$ cat src/rtl/shift_arb.sv
// shift_arb: round-robin arbiter that shares one 64-bit right shifter
// (logical/arithmetic, 0..63) among N_REQ requesters, each with its own
// valid/ready request and response channels.
// Optional feature: define SHIFT_ARB_BYPASS_EN so that a shift of 0 skips
// the EXEC cycle and its result is valid one cycle after acceptance.
module shift_arb #(
    parameter int N_REQ = 4
) (
    input  logic                  clk_i,
    input  logic                  rst_i,
    input  logic [N_REQ-1:0]      req_valid_i,
    output logic [N_REQ-1:0]      req_ready_o,
    input  logic [N_REQ-1:0]      req_arith_i,
    input  logic [6*N_REQ-1:0]    req_shift_i,
    input  logic [64*N_REQ-1:0]   req_data_i,
    output logic [N_REQ-1:0]      rsp_valid_o,
    input  logic [N_REQ-1:0]      rsp_ready_i,
    output logic [63:0]           rsp_data_o,
    output logic                  busy_o
);

    localparam int IDX_W = (N_REQ > 1) ? $clog2(N_REQ) : 1;

    typedef enum logic [1:0] {IDLE, EXEC, RESP} state_e;

    state_e             state_q, state_d;
    logic [IDX_W-1:0]   ptr_q, ptr_d;
    logic [IDX_W-1:0]   g_q, g_d;
    logic               arith_q, arith_d;
    logic [5:0]         shift_q, shift_d;
    logic [63:0]        data_q, data_d;
    logic [63:0]        rsp_data_q, rsp_data_d;
    logic [N_REQ-1:0]   rsp_valid_q, rsp_valid_d;

    logic               found;
    logic [IDX_W-1:0]   win;
    logic [N_REQ-1:0]   win_oh;
    logic [5:0]         sel_shift;
    logic [63:0]        sel_data;
    logic               sel_arith;
    logic [63:0]        asr_res;
    logic [63:0]        shift_res;

    // Wrap an index in [0, 2*N_REQ) back into [0, N_REQ).
    function automatic logic [IDX_W-1:0] wrap_idx(input int a);
        int r;
        r = (a >= N_REQ) ? a - N_REQ : a;
        return IDX_W'(r);
    endfunction

    // Round-robin search: first valid requester at or after the pointer.
    always_comb begin
        found  = 1'b0;
        win    = '0;
        for (int i = 0; i < N_REQ; i++) begin
            if (!found && req_valid_i[wrap_idx(int'(ptr_q) + i)]) begin
                found = 1'b1;
                win   = wrap_idx(int'(ptr_q) + i);
            end
        end
        win_oh       = '0;
        win_oh[win]  = 1'b1;
        sel_shift    = req_shift_i[int'(win)*6 +: 6];
        sel_data     = req_data_i[int'(win)*64 +: 64];
        sel_arith    = req_arith_i[win];
    end

    // Signed shift kept in its own assignment so the operand stays signed.
    assign asr_res = $signed(data_q) >>> shift_q;

    // The shared shifter: sign-fill or zero-fill.
    always_comb begin
        shift_res = arith_q ? asr_res : (data_q >> shift_q);
    end

    // Next-state logic for the IDLE -> EXEC -> RESP sequencer.
    always_comb begin
        state_d     = state_q;
        ptr_d       = ptr_q;
        g_d         = g_q;
        arith_d     = arith_q;
        shift_d     = shift_q;
        data_d      = data_q;
        rsp_data_d  = rsp_data_q;
        rsp_valid_d = rsp_valid_q;
        req_ready_o = '0;
        case (state_q)
            IDLE: begin
                if (found) begin
                    req_ready_o = win_oh;
                    arith_d     = sel_arith;
                    shift_d     = sel_shift;
                    data_d      = sel_data;
                    g_d         = win;
                    ptr_d       = wrap_idx(int'(win) + 1);
                    state_d     = EXEC;
`ifdef SHIFT_ARB_BYPASS_EN
                    // Zero shift is the identity: publish the operand now.
                    if (sel_shift == 6'd0) begin
                        rsp_data_d  = sel_data;
                        rsp_valid_d = win_oh;
                        state_d     = RESP;
                    end
`else
`endif
                end
            end
            EXEC: begin
                rsp_data_d       = shift_res;
                rsp_valid_d      = '0;
                rsp_valid_d[g_q] = 1'b1;
                state_d          = RESP;
            end
            RESP: begin
                // Only the granted requester's ready can retire the result.
                if (rsp_ready_i[g_q]) begin
                    rsp_valid_d = '0;
                    state_d     = IDLE;
                end
            end
            default: state_d = IDLE;
        endcase
    end

    // State and datapath registers; reset discards any in-flight op.
    always_ff @(posedge clk_i) begin
        if (rst_i) begin
            state_q     <= IDLE;
            ptr_q       <= '0;
            g_q         <= '0;
            arith_q     <= 1'b0;
            shift_q     <= '0;
            data_q      <= '0;
            rsp_data_q  <= '0;
            rsp_valid_q <= '0;
        end else begin
            state_q     <= state_d;
            ptr_q       <= ptr_d;
            g_q         <= g_d;
            arith_q     <= arith_d;
            shift_q     <= shift_d;
            data_q      <= data_d;
            rsp_data_q  <= rsp_data_d;
            rsp_valid_q <= rsp_valid_d;
        end
    end

    assign rsp_valid_o = rsp_valid_q;
    assign rsp_data_o  = rsp_data_q;
    assign busy_o      = (state_q != IDLE);

endmodule

$ cat config.mk
export PLATFORM = sky130hd
export DESIGN_NAME = shift_arb
export DESIGN_NICKNAME = d
export VERILOG_FILES = /design/src/rtl/shift_arb.sv
export SDC_FILE = /design/constraint.sdc
export NUM_CORES = 1
export LEC_CHECK = 0
export ABC_AREA = 1
export CAP_MARGIN = 20
export CORE_ASPECT_RATIO = 0.5
export CORE_MARGIN = 3
export CORE_UTILIZATION = 30
export CTS_BUF_LIST = sky130_fd_sc_hd__clkbuf_8
export DETAILED_ROUTE_END_ITERATION = 8
export PLACE_DENSITY_LB_ADDON = 0.25
export SKIP_LAST_GASP = 1
export SYNTH_ARGS = -nofsm -noshare
export SYNTH_HDL_FRONTEND = slang
export SYNTH_SLANG_ARGS = --single-unit
$ cat constraint.sdc
create_clock -name clk_i -period 1.8 [get_ports clk_i]
set_input_delay 0.27 -clock clk_i [delete_from_list [all_inputs] [get_ports clk_i]]
set_output_delay 0.27 -clock clk_i [all_outputs]
set_load 0.005 [all_outputs]
==> metrics <==
CP Capture Type output pin; CP Launch Point ptr_q[0]; critical path's most frequent cell nand2_4; drt pass-1 iters 6; RSZ-0062 raised after global routing yes; top post-synthesis cells by area nand3_1, dfxtp_1, nand2_1; Detailed Place HPWL 49600 um; Remaining Overflow, GRT 0; final hold violation count 0; Mapped Cells 2381; FF-to-FF Start ptr_q[0]; asr flop ratio synth 0; Yosys reg bits 145; WP data arrival 2.20 ns; top cells by count, synth nand2_1, nand3_1, nor2_1; largest net degree at the start of global routing 69; Worst Max-Slew Pin Slew 0.583 ns; Ant. Diodes 0; PnR worst setup slack -0.666 ns; # setup viols final between 100 and 150; area leader, netlist nand3_1; drt total wl ~63000 um; RePlAce Congestion 0.964; Synth Warn # 0; WS Path Type flop to output pin; clk_lat worst skew 0.50 ns; CTS sink cnt 145; HP Class input port to flop; Avg Vias per Cell 5.14; First DRT Iteration DRCs 1867; Die Footprint 45200 um^2; first-pass GRT wire length 94100 um; Via Count 17.6k; Final TNS setup -44.75 ns; Seq. cell area 2920 um^2; fmax 405 MHz; clock slew at reported path FFs 0.09 ns; CP cell instances buf_12 -> nand2_4 -> nand2_4 -> nand2_2 -> nand2_2 -> nor2_4 -> nand3_4 -> nand2_4 -> nand2_8 -> buf_6 -> buf_6 -> nor2_4 -> buf_2; WL/cell around 18 um; CP Launch Type flop; initial antenna violation count 0; hold path startpoint req_shift_i[8]; Pwr Density 2030 nW/um^2; Die Wd roughly 300 um; Leak about 9.5 nW; period utilization 1.37; CP top delay family simple AND/OR/NAND/NOR gates; violated checks negative setup slack; top cell type's share of synthesized area 0.239; Die Y 152 um; share of layout cells above drive strength 1 0.142; CTS tree built; Cell Rows 52; Critical Path Fanout Max 6; core area 41200 um^2; DRC 0; number of global-route vias before repair between 15k and 20k; DP Area 18400 um^2; Tot Pwr 40.1 mW; syn_nets 2675; count of different cell masters after synthesis 32; Detail Route Antenna Nets 0; # fillers 4321; WP data required 1.53 ns; gr usage total 0.268; most common cell in the netlist nand2_1; input/output buffers 366; Worst VDD drop 0.000958 V; total CTS buffers 17; multi-input logic area 8770 um^2; fin crit period 2.47 ns; sequential area share after synthesis 0.228; CTS root buf clkbuf_8; initial cell density of the core 0.310; Clock Tree Buf Depth 2; Post-Syn Area per Cell around 5.4 um^2; Post-synth EDFFs 0; ys flop type dfxtp_1; CP peak stage delay 0.39 ns; CTS H-tree lvls 4; slew margin rel. 0.610; I/O Pins 367; Max Slew Vio Count 0; Slowest cell on crit path dfxtp_4; area of the mapped netlist ~13000 um^2; outcome finished with violations; Area Growth Syn to Fin 54.9%; clock skew 0.0160 ns; Max Cap Viol 0; post-route cell area 19800 um^2; buffers plus inverters on the worst setup path 4; nets between 3k and 4k
where the power goes:
part           switching, mW  internal (mW)
Combinational           19.3           12.4
Clock                   1.52           1.17
Sequential              1.10           4.50
path summary, 6_finish.rpt:
path                                  endpoint  slack, ns  cells past startpoint
worst max-delay path            req_ready_o[3]      -0.67                     13
worst max register to register      shift_q[5]      -0.48                     15
worst min-delay path                shift_q[2]       0.41                      5
worst min register to register  rsp_valid_o[3]       0.47                      2
metrics by stage:
step | instances | util | hold slack [ns] | worst slack, ns
final | 3422 | 0.480 | 0.411 | -0.666
after global routing | 3422 | 0.480 | 0.424 | -0.786
after CTS | 3406 | 0.469 | 0.380 | -0.677
after detailed placement | 3361 | 0.446 | 0.456 | -0.889
after global placement | 3361 | 0.446 | 0.450 | -0.848
after floorplan | 2381 | - | 0.457 | 0.00428
placed cells by master, fill, tap and decap left out, types with 3 or more instances in the layout:
master and instances:
nor2_1 238, dfxtp_2 3, nor2_2 5, a31oi_1 7, nor3b_2 17, dfxtp_1 139
clkinv_4 5, o21ai_2 3, nand3_4 5, o21ai_4 3, inv_1 213, inv_2 7
o21ai_0 74, buf_4 193, nand3b_1 34, nand3_2 22, nor2_4 4, buf_6 24
nand3_1 583, buf_12 25, buf_8 5, nand2_1 675, nand2_2 25, o211ai_1 6
clkbuf_8 18, inv_6 6, clkdlybuf4s50_1 361, dfxtp_4 3, nand2_4 9, a21oi_1 85
nor3b_1 20, buf_16 4
sequential cells by signal, indices dropped and copies added (netlist names):
register / count
state_q: 2
ptr_q: 2
rsp_data_o: 64
data_q: 64
g_q: 2
rsp_valid_o: 4
arith_q: 1
shift_q: 6
routing by layer:
metal  track usage  share of wire  up-vias
li1              -              -     8624
met2         0.406           0.43      718
met4        0.0572          0.017        0
met1         0.395           0.46     8158
met5             0              0        -
met3        0.0458          0.086       73
cells by family (layout without fill, tap and decap cells):
kind of cell	count (synthesis)	in the layout	share of synthesized area
DFF	145	145	0.228
buffers and inverters	400	874	0.125
and+or+nand+nor	1647	1647	0.569
AOI/OAI and AO/OA	189	189	0.0787
cell type report:
cell class	count	area share
multi-input combinational	1836	0.444
inverter	225	0.0435
clock inverter	14	0.00741
clock buffer	18	0.0125
timing repair buffer	617	0.309
tap	567	0.0359
sequential	145	0.148
worst register-to-register path: stages, from the launching register on:
cell	delay [ns]
dfxtp_4	0.39
buf_12	0.15
nand2_4	0.05
nand2_4	0.05
nand2_2	0.06
nand2_2	0.07
nor2_4	0.15
nand3_4	0.11
o21ai_4	0.19
buf_6	0.15
buf_4	0.36
nand3_1	0.16
nand3_1	0.08
buf_4	0.13
nand2_1	0.06
inv_1	0.05
timing repair:
item,in CTS,in global routing
hold endpoints to repair,4,0
hold buffers,1,0
pin swaps,21,22
cloned,5,1
resized for setup,103,78
buffers inserted,9,16
setup endpoints to repair,141,148
Power figures use the tool's default switching activity.
